--- src/rtl/wb_pkg.sv ---
// Shared definitions for the writeback controller: load encodings, FSM states
// and the load legality check used at issue time.
package wb_pkg;

    localparam logic [2:0] F3_LB  = 3'b000;
    localparam logic [2:0] F3_LH  = 3'b001;
    localparam logic [2:0] F3_LW  = 3'b010;
    localparam logic [2:0] F3_LBU = 3'b100;
    localparam logic [2:0] F3_LHU = 3'b101;

    typedef enum logic {
        IDLE     = 1'b0,
        WAIT_MEM = 1'b1
    } wb_state_t;

    // A load is legal when funct3 is a known type and the byte offset is
    // naturally aligned for the access size.
    function automatic logic legal_load(input logic [2:0] funct3,
                                        input logic [1:0] off);
        logic ok;
        ok = 1'b0;
        case (funct3)
            F3_LB, F3_LBU: ok = 1'b1;
            F3_LH, F3_LHU: ok = (off[0] == 1'b0);
            F3_LW:         ok = (off == 2'b00);
            default:       ok = 1'b0;
        endcase
        return ok;
    endfunction

endpackage

--- src/rtl/wb_load_fmt.sv ---
// Combinational load data formatter: selects the byte/half lane from a
// little-endian read word and sign- or zero-extends it per funct3.
module load_fmt
    import wb_pkg::*;
(
    input  logic [31:0] rdata,
    input  logic [2:0]  funct3,
    input  logic [1:0]  off,
    output logic [31:0] result
);

    logic [7:0]  byte_lane;
    logic [15:0] half_lane;

    always_comb begin
        byte_lane = rdata[{off, 3'b000} +: 8];
        half_lane = rdata[{off[1], 4'b0000} +: 16];
        result    = 32'h0000_0000;
        case (funct3)
            F3_LB:   result = {{24{byte_lane[7]}}, byte_lane};
            F3_LH:   result = {{16{half_lane[15]}}, half_lane};
            F3_LW:   result = rdata;
            F3_LBU:  result = {24'h00_0000, byte_lane};
            F3_LHU:  result = {16'h0000, half_lane};
            default: result = 32'h0000_0000;
        endcase
    end

endmodule

--- src/rtl/wb_ctrl.sv ---
// Writeback controller: arbitrates the single register file write port between
// ALU results and one outstanding multi-cycle load, with a one-entry scoreboard.
module wb_ctrl
    import wb_pkg::*;
#(
    parameter int TIMEOUT = 16
) (
    input  logic        clk,
    input  logic        rst,
    input  logic        alu_valid,
    input  logic [4:0]  alu_rd,
    input  logic [31:0] alu_data,
    output logic        alu_ready,
    input  logic        ld_valid,
    output logic        ld_ready,
    input  logic [4:0]  ld_rd,
    input  logic [2:0]  ld_funct3,
    input  logic [31:0] ld_addr,
    output logic        mem_req,
    output logic [31:0] mem_addr,
    input  logic        mem_rvalid,
    input  logic [31:0] mem_rdata,
    output logic [4:0]  AddrD,
    output logic [31:0] DataD,
    output logic        RegWEn,
    output logic        pend_valid,
    output logic [4:0]  pend_rd,
    output logic        ld_err
);

    localparam int CW = (TIMEOUT > 2) ? $clog2(TIMEOUT) : 1;
    localparam logic [CW-1:0] CNT_LAST = CW'(TIMEOUT - 1);

    wb_state_t   state, state_next;
    logic [CW-1:0] cnt, cnt_next;
    logic [2:0]  f3_q, f3_next;
    logic [1:0]  off_q, off_next;

    logic [4:0]  addr_d_next;
    logic [31:0] data_d_next;
    logic        we_next;
    logic        mem_req_next;
    logic [31:0] mem_addr_next;
    logic        pend_valid_next;
    logic [4:0]  pend_rd_next;
    logic        ld_err_next;

    logic        load_done;
    logic [31:0] fmt_data;

    load_fmt u_load_fmt (
        .rdata  (mem_rdata),
        .funct3 (f3_q),
        .off    (off_q),
        .result (fmt_data)
    );

    // A returning load owns the write port, so the ALU is held off that cycle.
    assign load_done = (state == WAIT_MEM) && mem_rvalid;
    assign alu_ready = !load_done;
    assign ld_ready  = (state == IDLE);

    always_comb begin
        state_next      = state;
        cnt_next        = cnt;
        f3_next         = f3_q;
        off_next        = off_q;
        addr_d_next     = AddrD;
        data_d_next     = DataD;
        we_next         = 1'b0;
        mem_req_next    = 1'b0;
        mem_addr_next   = mem_addr;
        pend_valid_next = pend_valid;
        pend_rd_next    = pend_rd;
        ld_err_next     = 1'b0;

        if (load_done) begin
            addr_d_next = pend_rd;
            data_d_next = fmt_data;
            we_next     = (pend_rd != 5'd0);
        end else if (alu_valid) begin
            addr_d_next = alu_rd;
            data_d_next = alu_data;
            we_next     = (alu_rd != 5'd0);
        end

        case (state)
            IDLE: begin
                if (ld_valid) begin
                    if (legal_load(ld_funct3, ld_addr[1:0])) begin
                        mem_req_next    = 1'b1;
                        mem_addr_next   = {ld_addr[31:2], 2'b00};
                        pend_valid_next = 1'b1;
                        pend_rd_next    = ld_rd;
                        f3_next         = ld_funct3;
                        off_next        = ld_addr[1:0];
                        cnt_next        = '0;
                        state_next      = WAIT_MEM;
                    end else begin
                        ld_err_next = 1'b1;
                    end
                end
            end
            WAIT_MEM: begin
                if (mem_rvalid) begin
                    pend_valid_next = 1'b0;
                    cnt_next        = '0;
                    state_next      = IDLE;
                end else if (cnt == CNT_LAST) begin
                    ld_err_next     = 1'b1;
                    pend_valid_next = 1'b0;
                    cnt_next        = '0;
                    state_next      = IDLE;
                end else begin
                    cnt_next = cnt + CW'(1);
                end
            end
            default: begin
                state_next = IDLE;
            end
        endcase
    end

    always_ff @(posedge clk) begin
        if (rst) begin
            state      <= IDLE;
            cnt        <= '0;
            f3_q       <= 3'b000;
            off_q      <= 2'b00;
            AddrD      <= 5'd0;
            DataD      <= 32'h0000_0000;
            RegWEn     <= 1'b0;
            mem_req    <= 1'b0;
            mem_addr   <= 32'h0000_0000;
            pend_valid <= 1'b0;
            pend_rd    <= 5'd0;
            ld_err     <= 1'b0;
        end else begin
            state      <= state_next;
            cnt        <= cnt_next;
            f3_q       <= f3_next;
            off_q      <= off_next;
            AddrD      <= addr_d_next;
            DataD      <= data_d_next;
            RegWEn     <= we_next;
            mem_req    <= mem_req_next;
            mem_addr   <= mem_addr_next;
            pend_valid <= pend_valid_next;
            pend_rd    <= pend_rd_next;
            ld_err     <= ld_err_next;
        end
    end

endmodule

--- config.mk ---
export PLATFORM = sky130hd
export DESIGN_NAME = wb_ctrl
export DESIGN_NICKNAME = d
export VERILOG_FILES = /design/src/rtl/wb_pkg.sv /design/src/rtl/wb_load_fmt.sv /design/src/rtl/wb_ctrl.sv
export SDC_FILE = /design/constraint.sdc
export NUM_CORES = 1
export LEC_CHECK = 0
export CAP_MARGIN = 20
export CORE_ASPECT_RATIO = 1.2
export CORE_MARGIN = 1.5
export CORE_UTILIZATION = 57
export CTS_CLUSTER_DIAMETER = 150
export CTS_CLUSTER_SIZE = 40
export DETAILED_ROUTE_END_ITERATION = 6
export DONT_BUFFER_PORTS = 1
export PLACE_DENSITY = 0.74
export SYNTH_ARGS = -nofsm -noshare
export SYNTH_HDL_FRONTEND = slang
export SYNTH_HIERARCHICAL = 1
export SYNTH_SLANG_ARGS = --single-unit
--- constraint.sdc ---
create_clock -name clk -period 1.6 [get_ports clk]
set_input_delay 0.4 -clock clk [delete_from_list [all_inputs] [get_ports clk]]
set_output_delay 0.4 -clock clk [all_outputs]
set_load 0.01 [all_outputs]
==> metrics.md <==
| Metric | Value |
|---|---|
| Syn Area/Cell | 8.773 µm² |
| Max Fclk | 636.8 MHz |
| Vias per std cell | 6.202 |
| CP Launch Type | flop |
| Post-synth top area share | 38.40% |
| Die Y | 100.2 µm |
| Layout cells sized above 1 | 16.57% |
| CP Class | flop to flop |
| Area contributors post-synth | dfxtp_1 (38%), mux2i_1 (17%), nand2_1 (7.0%) |
| Initial DRC count | 229 |
| Clock-pin transition on the worst setup and hold timing paths | 90 ps |
| Sequential-to-total area share from yosys stat | 38.40% |
| CTS tree | built |
| Core Area | 0.007664 mm² |
| Hold crit path type | input pin to flop |
| Peak VDD IR | 0.6278 mV |
| R2R Path Start | off_q[1]$_SDFFE_PP0P_ |
| Final HPWL DP | 7977 µm |
| Beginning of the worst hold path | rst |
| Worst path cell trace | buf_12 -> nand2b_4 -> a211o_4 -> o211ai_1 -> nor2_1 -> a211oi_1 |
| # rows | 35 |
| CP Max Fanout | 17 |
| Setup crit end kind | flop |
| Slowest stage cell on the critical path | dfxtp_4 |
| Detailed Routing Iterations Pass 1 | 5 |
| MaxCap Viol Count | 0 |
| Post-CTS Hold Buffers | 0 |
| Bufs and invs on worst path | 1 |
| Post-Syn Instances | 511 |
| Largest net degree at the start of global routing | 78 |
| Pwr dens | 906.9 mW/mm² |
| Overall Power | 4.506 mW |
| Final setup vio count | 0 |
| Post-synth EDFFs | 0 |
| Clock skew | 9.876 ps |
| Deepest clock path buffer count | 2 |
| Period minus WS final | 1570 ps |
| DP Area | 0.004628 mm² |
| Synth Cell Area | 0.004483 mm² |
| Crit share post-route | 98.15% |
| Final #Nets | 623 |
| Routed Antenna Nets | 0 |
| Htree depth | 3 |
| Critical path's largest stage delay | 380 ps |
| Synth warn | 6 |
| Placer congestion estimate | 0.9387 |
| Initial antenna violation count | 0 |
| Fillers | 652 |
| Final instance count without filler cells | 605 |
| Synth area leader | dfxtp_1 |
| Finished Cell Area | 0.004969 mm² |
| CP required | 1860 ps |
| Unrepaired setup endpoints after global routing | true |
| Lkg Pwr | 1.887 nW |
| Die ar. | 0.008408 mm² |
| Clock latency on the worst-skew pair | 350 ps |
| Cell variety after synth | 49 |
| Initial Util | 58.50% |
| Inserted Clock Buffers | 9 |
| WL final | 11220 µm |
| DIE WIDTH | 83.96 µm |
| Top FF cell, synth | dfxtp_1 |
| # DRC | 0 |
| First-pass GRT wire length | 17460 µm |
| Post-synth top cells | dfxtp_1 (86), nand2_1 (84), mux2i_1 (77) |
| I/O Buffers | 0 |
| R2R setup slack | 30 ps |
| Fin. max-slew vios | 0 |
| Crit. Startpoint | off_q[1]$_SDFFE_PP0P_ |
| Final Hold Viols | 0 |
| Area delta synth->final | 10.83% |
| DR WL/cell | 18.54 µm |
| Routed vias | 3752 |
| GRT overflow | 0 |
| Data arrival, critical path | 1830 ps |
| Total track usage | 25.72% |
| #FFs+latches synth | 86 |
| Ant. Diodes | 0 |
| CTS Sinks | 86 |
| Async SR Flop Fraction | 0% |
| # IOs | 194 |
| Largest delay contributor family on the critical path | compound AO/OA/AOI/OAI gates |
| DP Cell Count | 583 |
| Status | complete, no violations |
| Most frequent cell after synthesis | dfxtp_1 |
| Vias in the first global route | 3607 |
| Clk root buf | clkbuf_8 |
[what timing repair did]
| item | 4_1_cts | 5_1_grt |
|---|---|---|
| endpoints found under the hold margin | 0 | 0 |
| setup buffers | 4 | 1 |
| gates resized for setup | 6 | 27 |
| pin swaps | 2 | 17 |
| cloned | 1 | 0 |
| endpoints found under the setup margin | 28 | 31 |
[area by class of cell]
type | instances | area, µm² | area share [%]
clock buffers | 10 | 127.6 | 2.569
well taps | 92 | 115.1 | 2.317
repair buffers | 29 | 321.6 | 6.472
clock inverters | 6 | 45.04 | 0.9066
inverters | 5 | 18.77 | 0.3777
multi-input cells | 377 | 2605 | 52.43
flip-flops and latches | 86 | 1735 | 34.93
[through the flow]
stage | setup TNS [ps] | hold WS [ps] | utilization, % | worst slack [ps]
finish | 0 | 116.0 | 64.83 | 29.53
global placement | -1799 | 477.4 | 60.39 | -71.85
floorplan | -1475 | 431.4 | - | -73.73
global route | -150.8 | 97.09 | 64.83 | -21.60
CTS | 0 | 101.3 | 63.38 | 0.9910
detailed placement | -4014 | 478.6 | 60.39 | -115.8
[routing by layer]
metal / global-route usage (%) / up-vias / wire (µm)
met2: 43.67 / 175 / 5343
met5: 0 / - / 0
li1: - / 1820 / -
met4: 12.99 / 0 / 440
met3: 7.813 / 27 / 978
met1: 29.41 / 1730 / 4453
[cells by family after synthesis]
logic type	count (synthesis)	share of synthesized area, %
buffers and inverters	50	6.308
other	1	0.08365
muxes	87	19.79
adders and majority gates	1	0.2791
and+or+nand+nor	174	17.22
AOI/OAI and AO/OA	112	17.92
DFF	86	38.40
[final timing paths]
path	endpoint	depth (start not counted)
worst max-delay path	DataD[28]$_SDFFE_PP0P_	6
worst min-delay path	mem_req$_SDFF_PP0_	1
worst max register to register	DataD[28]$_SDFFE_PP0P_	6
worst min register to register	cnt[1]$_SDFFE_PP0P_	1
[sequential cells by signal (all words and copies together) (netlist names), 2 cells and up]
register	count
DataD	32
pend_rd	5
cnt	4
mem_addr	30
AddrD	5
f3_q	3
off_q	2
[where the power goes]
group          leakage, nW  internal [mW]  total (mW)  switching, mW
combinational         1.10          0.353       0.696          0.343
sequential           0.709           2.27        2.43          0.160
clock               0.0793          0.573        1.38          0.806
total                 1.89           3.20        4.51           1.31
[cell usage in the layout, fill, tap and decap left out, types with 3 or more instances in the layout]
master / netlist / layout
nor2_1: 41 / 40
mux2_2: 9 / 8
a211oi_2: 0 / 12
nor2b_1: 11 / 11
nand3_1: 20 / 20
buf_12: 0 / 8
buf_4: 4 / 20
mux2i_1: 77 / 77
dfxtp_4: 0 / 3
clkbuf_8: 1 / 9
clkinvlp_4: 0 / 3
a21oi_1: 9 / 9
o21ai_0: 12 / 8
a211oi_1: 37 / 25
a22oi_1: 13 / 13
nand2_1: 84 / 83
o21ai_1: 5 / 8
inv_1: 5 / 4
nand2b_1: 5 / 4
o211ai_1: 17 / 17
dfxtp_1: 86 / 81
Note: power is estimated with default switching activity, not from simulation.
